$ cat config.mk
export PLATFORM = sky130hd
export DESIGN_NAME = irq_exc_ctrl
export DESIGN_NICKNAME = d
export VERILOG_FILES = /design/src/rtl/irq_exc_ctrl_pkg.sv /design/src/rtl/irq_exc_ctrl.sv
export SDC_FILE = /design/constraint.sdc
export NUM_CORES = 1
export LEC_CHECK = 0
export CAP_MARGIN = 40
export CORE_UTILIZATION = 40
export CTS_CLUSTER_DIAMETER = 100
export DETAILED_ROUTE_END_ITERATION = 7
export PLACE_DENSITY = 0.76
export SLEW_MARGIN = 40
export SYNTH_ARGS = -nofsm -noshare
export SYNTH_HDL_FRONTEND = slang
export SYNTH_SLANG_ARGS = --single-unit
$ cat constraint.sdc
create_clock -name clk -period 1.6 [get_ports clk]
set_input_delay 0.32 -clock clk [delete_from_list [all_inputs] [get_ports clk]]
set_output_delay 0.32 -clock clk [all_outputs]
set_load 0.05 [all_outputs]
$ cat src/rtl/irq_exc_ctrl_pkg.sv
// Shared encodings for the interrupt/exception sequencer and the Control decoder.
// Control uses the PCSrc and RegDst/MemToReg codes to steer the trap entry path.
package irq_exc_ctrl_pkg;

    typedef enum logic [1:0] {
        ST_IDLE = 2'd0,
        ST_PEND = 2'd1,
        ST_KERN = 2'd2
    } irq_state_e;

    localparam logic [2:0] PCSRC_IRQ = 3'b100;
    localparam logic [2:0] PCSRC_EXC = 3'b101;
    localparam logic [1:0] XP_SEL    = 3'b11;

endpackage

$ cat src/rtl/irq_exc_ctrl.sv
// Interrupt/exception sequencer: picks a safe ID slot for trap entry, holds EPC,
// and masks interrupts while the handler runs.
module irq_exc_ctrl
    import irq_exc_ctrl_pkg::*;
#(
    parameter int ADDR_W = 32,
    parameter int CNT_W  = 16
) (
    input  logic              clk,
    input  logic              reset,
    input  logic              irq_req,
    input  logic              ex_illegal,
    input  logic              id_valid,
    input  logic              stall,
    input  logic              branch_flush,
    input  logic              ret_valid,
    input  logic [ADDR_W-1:0] pc_id,
    output logic              take_irq,
    output logic              take_exc,
    output logic              irq_ack,
    output logic [ADDR_W-1:0] epc,
    output logic              kernel,
    output logic              pending,
    output logic [CNT_W-1:0]  irq_count
);

    irq_state_e        state_r;
    irq_state_e        state_nxt_s;
    logic              pending_r;
    logic [ADDR_W-1:0] epc_r;
    logic [CNT_W-1:0]  cnt_r;
    logic              slot_ok_s;
    logic              take_irq_s;
    logic              take_exc_s;
    logic              ret_s;

    // Slot qualification and trap decisions; an exception always wins the slot.
    always_comb begin
        slot_ok_s  = id_valid & ~stall & ~branch_flush;
        take_exc_s = ex_illegal & slot_ok_s;
        take_irq_s = (state_r == ST_PEND) & slot_ok_s & ~ex_illegal;
        ret_s      = ret_valid & slot_ok_s;
    end

    // Next-state logic; a request arriving with the return re-enters PEND directly.
    always_comb begin
        state_nxt_s = state_r;
        case (state_r)
            ST_IDLE: begin
                if (take_exc_s) begin
                    state_nxt_s = ST_KERN;
                end else if (irq_req) begin
                    state_nxt_s = ST_PEND;
                end else begin
                    state_nxt_s = ST_IDLE;
                end
            end
            ST_PEND: begin
                if (take_exc_s || take_irq_s) begin
                    state_nxt_s = ST_KERN;
                end else begin
                    state_nxt_s = ST_PEND;
                end
            end
            ST_KERN: begin
                if (take_exc_s) begin
                    state_nxt_s = ST_KERN;
                end else if (ret_s) begin
                    state_nxt_s = (pending_r | irq_req) ? ST_PEND : ST_IDLE;
                end else begin
                    state_nxt_s = ST_KERN;
                end
            end
            default: state_nxt_s = ST_IDLE;
        endcase
    end

    // State, pending flag, return address and taken-interrupt counter.
    always_ff @(posedge clk) begin
        if (!reset) begin
            state_r   <= ST_IDLE;
            pending_r <= 1'b0;
            epc_r     <= {ADDR_W{1'b0}};
            cnt_r     <= {CNT_W{1'b0}};
        end else begin
            state_r <= state_nxt_s;
            if (take_irq_s) begin
                pending_r <= 1'b0;
            end else if (irq_req) begin
                pending_r <= 1'b1;
            end else begin
                pending_r <= pending_r;
            end
            // Exceptions skip the faulting instruction; interrupts re-execute it.
            if (take_exc_s) begin
                epc_r <= pc_id + ADDR_W'(32'd4);
            end else if (take_irq_s) begin
                epc_r <= pc_id;
            end else begin
                epc_r <= epc_r;
            end
            if (take_irq_s) begin
                cnt_r <= cnt_r + CNT_W'(1'b1);
            end else begin
                cnt_r <= cnt_r;
            end
        end
    end

    assign take_irq  = take_irq_s;
    assign take_exc  = take_exc_s;
    assign irq_ack   = take_irq_s;
    assign epc       = epc_r;
    assign kernel    = (state_r == ST_KERN);
    assign pending   = pending_r;
    assign irq_count = cnt_r;

endmodule

==> results.toml <==
[die]
pin_count = 93
initial_utilization_pct = 42.2
die_h_um = 82.0
placementRows = 28
coreArea_um2 = 6060
die_w_um = 82.0
die_area_um2 = 6720

[logic_synthesis]
ys_seq_elements = 51
synth_flop_cell = "dfxtp_1"
async_flop_share_pct = 0
syn_area_um2 = 2560
yosysSeqAreaShare_pct = 39.9
synth_edf_count = 0
yosysTopAreaCell = "dfxtp_1"
avgSynthCellArea_um2 = 8.39
synth_area_leaders = "dfxtp_1, xnor2_1, o21ai_0"
synth_top_area_share_pct = 39.9
synth_cell_types = 44
syn_inst = 305
syn-num-nets = 347
yosysWarnings = 0

[global_routing]
grt_pass1_wl_mm = 11.8
grt_max_degree = 31
antenna_found_initial = 0
track_usage_pct = 22.8
grt_overflow_total = 0
grt_pass1_vias = 2568

[placed_design]
place_hpwl_mm = 5.58
placed_cells = 513
place_ws_ps = -685
gp_congestion = 0.828
postPlaceCellArea_um2 = 3990
port_buffers = 92

[clock_network]
cts_sinks = 51
h-tree-depth = 2
cts-buffers-inserted = 5
clk_latency_ps = 300
clockRootBuffer = "clkbuf_8"
clk_pin_slew_worst_paths_ps = 90
holdBufCountCts = 0
cts_tree = "built"
cts_buffer_depth = 2

[detailed_routing]
viasPerCell = 5.27
ant_nets = 0
drt_iter0_drc = 98
wl_per_cell_um = 14.2
drtPass1Iterations = 4
vias = 2794
finalWirelength_mm = 7.53
drc_errors = 0

[timing]
setup_viol = 0
fin_ws_ps = 33.1
rsz0062_at_grt = "true"
worstMarginPinSlew_ps = 260
whs_ps = 347
final-hold-violation-count = 0
maxSlewViolCount = 0
max_freq_mhz = 638
skew_ps = 7.50
min_period_ps = 1570
max_slew_margin_pct = 82.5
min_period_over_period_pct = 97.9

[min_path]
whs_path_depth = 3
holdCritPathClass = "in -> reg"

[final_layout]
antenna_cells = 0
fin_cells = 530
drive_above_1_share_pct = 41.8
final_cell_area_um2 = 4300
fill_cells = 489
syn_to_final_growth_pct = 68.2
nNetsFinal = 496

[power]
powerDensity_nw_per_um2 = 669
leakagePower_nw = 1.80
ir_worst_vdd_v = 0.000606
design_power_total_w = 0.00288

[outcome]
outcome = "completed"

[setup_path]
cp-end-kind = "flop"
arrival_ps = 1760
cp_max_fo = 8
reg2regPathDepth = 5
cp_data_required_time_ps = 1800
critPathLaunchType = "input pin"
critPathKind = "in -> reg"

[run]
maxCapViolCount = 0
-- where the power goes --
| group | internal [W] | switching [W] | total [W] |
|---|---|---|---|
| logic | 0.000265 | 0.000338 | 0.000603 |
| registers | 0.00130 | 0.0000248 | 0.00133 |
| clock network | 0.000507 | 0.000444 | 0.000951 |
| total | 0.00207 | 0.000806 | 0.00288 |
-- cells in the mapped netlist, types with 2 or more instances --
cell       n
nor4_1     4
nand4_1    8
nand3_1   17
buf_4      2
nor2b_1    4
nand2_1   18
nand4_2    2
a211oi_1   5
dfxtp_1   51
and4_1     2
nor3_1    17
a31oi_1    2
mux2i_1    2
a311oi_1   2
or3_1      4
ha_1       2
nor2_1    24
o21ai_0   29
clkbuf_1  12
xnor2_1   26
and3_1     5
buf_1      2
xor2_1    12
nor3b_1    2
a21oi_1   25
inv_1      8
-- through the flow --
stage	util, %	setup TNS (ps)
after CTS	68.7	0
final	71.0	0
after global placement	65.9	-22960
after detailed placement	65.9	-25700
after global routing	71.0	-51.1
after floorplan	-	-585
-- worst max-delay path, stage by stage --
cell	delay [ps]
dlygate4sd2_1	230
nand4_2	140
or4_4	520
buf_4	170
nor3_2	160
xnor2_1	140
a21oi_1	80
-- state kept, by name, summed over array words and instances (netlist names) --
signal     flops
pending        1
irq_count     16
state_r        2
epc           32
-- layout by cell type, fill, tap and decap left out, types with 3 or more instances in the layout --
cell type / synthesis / final
nor3_1: 17 / 5
o21ai_0: 29 / 29
and3_1: 5 / 5
buf_4: 2 / 107
nor4_4: 1 / 5
dlymetal6s2s_1: 0 / 4
or3_1: 4 / 3
dfxtp_2: 0 / 6
nand3_2: 0 / 3
xnor2_1: 26 / 26
clkbuf_8: 0 / 6
a211oi_1: 5 / 5
nand4_1: 8 / 8
inv_1: 8 / 8
nor2_1: 24 / 24
nor3_2: 1 / 13
dfxtp_4: 0 / 5
a21oi_1: 25 / 25
buf_12: 0 / 9
nand2_1: 18 / 16
nand3_1: 17 / 13
xor2_1: 12 / 12
clkdlybuf4s15_1: 0 / 5
buf_6: 0 / 3
dlygate4sd2_1: 0 / 8
dfxtp_1: 51 / 40
clkdlybuf4s50_1: 0 / 13
clkbuf_2: 0 / 9
-- metal layers --
metal  share of wire (%)  global-route usage, %  up-vias
li1                    -                      -     1385
met1                  42                   27.6     1319
met2                  51                   40.3       81
met3                 5.7                   4.44        9
met4                 1.2                   6.84        0
met5                   0                      0        -
-- layout make-up --
| cell class | instances | area, µm² | share of cell area [%] |
|---|---|---|---|
| clock buffers | 6 | 82.6 | 1.92 |
| multi-input cells | 229 | 1650 | 38.2 |
| clock inverters | 2 | 35.0 | 0.814 |
| repair buffers | 158 | 1360 | 31.7 |
| flip-flops and latches | 51 | 1050 | 24.3 |
| well taps | 75 | 93.8 | 2.18 |
| inverters | 9 | 36.3 | 0.843 |
-- what timing repair did --
item | in CTS | in global routing
hold endpoints to repair | 0 | 0
resized for setup | 38 | 49
setup endpoints to repair | 48 | 28
pin swaps | 10 | 15
setup buffers | 4 | 7
-- kinds of logic after synthesis --
logic type	Yosys count	synth area share, %
buf+inv	25	3.96
flops	51	39.9
compound gates	70	15.5
mux	2	0.783
simple gates	117	25.9
xor+xnor	38	13.0
fa+ha+maj	2	0.978
-- worst paths after layout --
path	startpoint	end	slack, ps
worst max-delay path	pc_id[6]	epc[26]	30
worst min register to register	epc[1]	epc[1]	470
worst min-delay path	pc_id[12]	epc[12]	350
worst max register to register	irq_count[3]	irq_count[15]	90
Note: power is estimated with default switching activity, not from simulation.
